File: src/rtl/fir_decim_hold.sv
// -----------------------------------------------------------------------------
// fir_decim_hold
//
// Decimator with zero-order hold, placed after the channel-1 FIR low-pass.
// It keeps one sample out of every R-sample frame, at a selectable phase
// within the frame, and raises a one-cycle strobe for each kept sample. A
// zero-order-hold copy of the kept stream feeds the DAC at full clock rate.
//
// The ratio and phase ports are copied into shadow registers during reset and
// again at each frame wrap. A change on the ports therefore takes effect at the
// next frame boundary, so a frame is never cut short and never strobes twice.
//
// Optional feature (macro FIR_PEAK_EN): tracks the peak |sample| of the kept
// samples. Without the macro, peak_abs is tied to zero and peak_clr is unused.
//
// Ports:
//   clk        system clock; all logic updates on the rising edge
//   rst        synchronous reset, active low (0 = reset)
//   cke        sample enable; 0 freezes all state
//   din        signed 16-bit FIR output sample
//   ratio      decimation ratio R; 0 or 1 means no decimation
//   phase      index within each frame that is kept (clamped to R-1)
//   peak_clr   clears the peak tracker (FIR_PEAK_EN only)
//   dout_dec   signed decimated sample
//   dec_valid  one-cycle strobe; dout_dec was updated at this edge
//   dout_hold  signed zero-order-hold output for the DAC
//   peak_abs   unsigned peak |sample| since the last clear
// -----------------------------------------------------------------------------
module fir_decim_hold #(
  parameter int CNT_W = 8
) (
  input  logic             clk,
  input  logic             rst,
  input  logic             cke,
  input  logic [15:0]      din,
  input  logic [CNT_W-1:0] ratio,
  input  logic [CNT_W-1:0] phase,
  input  logic             peak_clr,
  output logic [15:0]      dout_dec,
  output logic             dec_valid,
  output logic [15:0]      dout_hold,
  output logic [15:0]      peak_abs
);

  logic [CNT_W-1:0] cnt;
  logic [CNT_W-1:0] r_sh;
  logic [CNT_W-1:0] ph_sh;
  logic [CNT_W-1:0] r_eff;
  logic [CNT_W-1:0] ph_eff;
  logic             wrap;
  logic             capture;

  // Clamp the port values before they go into the shadow registers. After
  // clamping, r_sh is never 0 and ph_sh is always below r_sh.
  // NOTE: each output of always_comb is assigned on every path, so no latch
  // is inferred.
  always_comb begin
    r_eff  = (ratio <= CNT_W'(1)) ? CNT_W'(1) : ratio;
    ph_eff = (phase >= r_eff) ? (r_eff - CNT_W'(1)) : phase;
  end

  assign wrap    = (cnt == (r_sh - CNT_W'(1)));
  assign capture = cke && (cnt == ph_sh);

  // NOTE: sequential state is updated with non-blocking assignments only, so
  // every read in this block sees the value from before the edge.
  always_ff @(posedge clk) begin
    if (!rst) begin
      cnt       <= '0;
      // NOTE: the shadows reload from the ports during reset rather than
      // clearing to a constant, so the first frame uses the configured ratio.
      r_sh      <= r_eff;
      ph_sh     <= ph_eff;
      dout_dec  <= '0;
      dout_hold <= '0;
      dec_valid <= 1'b0;
    end else begin
      // capture already includes cke, so a cke=0 edge clears the strobe.
      dec_valid <= capture;
      if (cke) begin
        if (wrap) begin
          cnt   <= '0;
          r_sh  <= r_eff;
          ph_sh <= ph_eff;
        end else begin
          cnt <= cnt + CNT_W'(1);
        end
        if (capture) begin
          dout_dec  <= din;
          dout_hold <= din;
        end
      end
    end
  end

`ifdef FIR_PEAK_EN
  logic [15:0] mag;

  // |din| by two's complement negation; -32768 has no positive counterpart
  // and saturates to 32767.
  always_comb begin
    if (!din[15]) begin
      mag = din;
    end else if (din == 16'h8000) begin
      mag = 16'h7FFF;
    end else begin
      mag = (~din) + 16'd1;
    end
  end

  // peak_clr is acted on even when cke=0. A clear that coincides with a
  // capture keeps the new sample, so that sample is not lost.
  always_ff @(posedge clk) begin
    if (!rst) begin
      peak_abs <= '0;
    end else if (peak_clr) begin
      peak_abs <= capture ? mag : 16'd0;
    end else if (capture && (mag > peak_abs)) begin
      peak_abs <= mag;
    end
  end
`else
  logic unused_peak_clr;

  assign unused_peak_clr = peak_clr;
  assign peak_abs        = '0;
`endif

endmodule

File: config.mk
export PLATFORM = sky130hd
export DESIGN_NAME = fir_decim_hold
export DESIGN_NICKNAME = d
export VERILOG_FILES = /design/src/rtl/fir_decim_hold.sv
export SDC_FILE = /design/constraint.sdc
export NUM_CORES = 1
export LEC_CHECK = 0
export CAP_MARGIN = 15
export CELL_PAD_IN_SITES_DETAIL_PLACEMENT = 1
export CELL_PAD_IN_SITES_GLOBAL_PLACEMENT = 1
export CORE_MARGIN = 8
export CORE_UTILIZATION = 38
export CTS_CLUSTER_SIZE = 14
export DETAILED_ROUTE_END_ITERATION = 8
export PLACE_DENSITY = 0.84
export REMOVE_ABC_BUFFERS = 1
export SKIP_CTS_REPAIR_TIMING = 1
export SYNTH_ARGS = -nofsm -noshare
export SYNTH_HDL_FRONTEND = slang
export SYNTH_SLANG_ARGS = --single-unit
File: constraint.sdc
create_clock -name clk -period 7.1 [get_ports clk]
set_input_delay 1.065 -clock clk [delete_from_list [all_inputs] [get_ports clk]]
set_output_delay 1.065 -clock clk [all_outputs]
set_load 0.02 [all_outputs]
==> flow_summary.ini <==
[status]
status = complete, no violations

[synth]
yosys.area.top_type = dfxtp_1
ys_seq_area_share_pct = 37.7
ys_seq_elements = 41
netlist-cell-type-count = 45
synth-xor-area-share_pct = 9.08
synth_mux_area_share_pct = 9.47
synthTopCellsByArea = dfxtp_1 19%, edfxtp_1 18%, buf_4 9.5%
syn_area_um2 = 2600
synth_top_area_share_pct = 19.2
synth.most_common_cell = buf_4
synthTopCellsByCount = 33 x buf_4, 25 x dfxtp_1, 19 x mux2i_1, 18 x nor2_1, 18 x xnor2_1
synth_compound_area_share_pct = 9.90
synth_fa_ha_area_share_pct = 5.29
synthArstFlopShare_pct = 0
syn_avg_cell_area_um2 = 10.1
synth_top_family_by_area = buffers and inverters
synth_simple_gate_area_share_pct = 13.6
synth_warnings = 0
synth_edf_count = 16
synth_cells = 257
ys.flop_type = dfxtp_1

[worst_setup_path]
path_delay_family = compound AO/OA/AOI/OAI gates
cp.required_ps = 7150
cp_max_fo = 8
cp_slowest_cell = nor4_1
cp_cell_sequence = clkdlybuf4s50_1 > nor4_1 > a41oi_1 > inv_1 > ha_1 > nand2b_1 > a21o_1 > a21oi_1 > o21ai_1 > a21oi_2 > mux2_2
crit_arrival_ps = 4260
critPathBufInv = 2
slowest_delay_ps = 580
r2r_cells = 8
cp_num_cells = 11
cp-end-kind = flop
critPathKind = input pin to flop
start_kind = input pin
reg2reg_slack_ps = 4230

[sta]
worst_slew_pin_slew_ps = 988
min_period_ps = 4210
setup_viol = 0
fmax_mhz = 238
finalHoldViolCount = 0
fin_setup_tns_ps = 0
worst_slack_ps = 2890
rsz0062_at_grt = no
fin_worst_skew_ps = 6.75
timing.slew.headroom_pct = 33.9
drv_slew = 0
finalCritPeriodShare_pct = 59.3

[route]
wirelength_um = 6320
first_pass_iters = 4
drtAntennaViolNets = 0
drt_iter0_drc = 43
drcViolationCount = 0
vias = 1848
viasPerCell = 4.88
routedWlPerCell_um = 16.7

[clocking]
root_buffer = clkbuf_8
clk_pin_slew_ps = 80
cts_tree = yes
htreeDepth = 2
clock_path_buffers = 2
clock_sinks = 41
cts-buffers-inserted = 5
clkLatencyLatePin_ps = 290

[global_routing]
grt_pass1_wl_um = 10400
grt_usage_pct = 13.1
antenna_found_initial = 0
grt_pass1_vias = 2061
overflow = 0
grt_start_max_net_pins = 26

[min_path]
holdPathStages = 2
hold_path_class = flop to flop

[power]
vdd.ir_drop.worst_mv = 0.0751
p_int_uw = 395
seq_power_share_pct = 49.8
power_frac_clock_pct = 34.4
combPwrFrac_pct = 15.8
p_leak_nw = 1.19
p_per_area_nw_per_um2 = 165
p_sw_uw = 133
swShare_pct = 25.1

[floorplanning]
die_area_um2 = 9760
num_io_pins = 85
rows = 30
fp.dieH_um = 98.8
fp.dieW_um = 98.8
initial_core_util_pct = 38.8
core-area_um2 = 6720

[run]
drv_cap = 0

[placement]
gp_congestion = 0.779
dp_hpwl_um = 5080
port_buffers = 67
pre_cts_slack_ps = 2520

[finish]
syn2layout_area_growth_pct = 23.3
nNetsFinal = 345
final_layout_size_suffix_gt1_share_pct = 7.69
antenna_cells = 0
-- power by group through the flow --
stage          logic [mW]  registers, mW  clock network [mW]
2_1_floorplan      0.0498          0.267                   0
3_3_place_gp       0.0801          0.268                   0
3_5_place_dp       0.0837          0.269                   0
4_1_cts            0.0845          0.263               0.188
5_1_grt            0.0918          0.264               0.196
6_report           0.0834          0.263               0.182
-- through the flow --
stage	area (um2)	cells	utilization, %	hold WS, ps	total power, mW
global route	3210	379	47.8	575	0.552
detailed placement	3100	371	46.1	517	0.352
floorplan	2330	224	-	517	0.316
global placement	3100	371	46.1	494	0.348
CTS	3210	379	47.8	536	0.536
finish	3210	379	47.8	528	0.528
-- cells in the final DEF, fill, tap and decap left out, types with 6 or more instances in the layout --
| cell | synthesis | layout |
|---|---|---|
| clkdlybuf4s50_1 | 0 | 67 |
| dfxtp_1 | 25 | 25 |
| mux2i_1 | 19 | 19 |
| xnor2_1 | 18 | 18 |
| nor2_1 | 18 | 18 |
| conb_1 | 1 | 16 |
| edfxtp_1 | 16 | 16 |
| inv_1 | 14 | 14 |
| ha_1 | 11 | 11 |
| xor2_1 | 9 | 9 |
| a21oi_1 | 8 | 8 |
| nand2_1 | 7 | 7 |
| clkbuf_8 | 0 | 6 |
-- path summary, 6_finish.rpt --
check,start,to
min,dout_hold[7],dout_hold[7]
max,ratio[4],ph_sh[6]
min reg2reg,dout_hold[7],dout_hold[7]
max reg2reg,r_sh[0],r_sh[6]
-- flip-flops by register name, indices dropped and copies added (netlist names) --
register   count
dout_hold     16
cnt            8
ph_sh          8
r_sh           8
dec_valid      1
-- worst min-delay path, stage by stage, from the launching register on --
cell	delay, ps
dfxtp_1	350
mux2i_1	80
nor2_1	70
-- kinds of logic after synthesis --
kind of cell / Yosys count
compound gates: 31
xor+xnor: 27
fa+ha+maj: 11
buf+inv: 62
flops: 41
mux: 24
other cells: 1
simple gates: 60
-- area by class of cell --
class / count / area, um2
Fill cell: 748 / 3510
Multi-Input combinational cell: 169 / 1290
Sequential cell: 41 / 981
Timing Repair Buffer: 67 / 671
Clock buffer: 8 / 111
Tap cell: 80 / 100
Inverter: 14 / 52.6
-- layer usage --
| layer | part of all wire, % | GRT usage [%] | routed length (um) | up-vias |
|---|---|---|---|---|
| met2 | 57 | 25.6 | 3570 | 33 |
| li1 | - | - | - | 914 |
| met1 | 39 | 13.5 | 2480 | 893 |
| met4 | 1.6 | 4.37 | 99 | 0 |
| met5 | 0 | 0 | 0 | - |
| met3 | 2.6 | 2.47 | 165 | 8 |
Note: power is estimated with default switching activity, not from simulation.
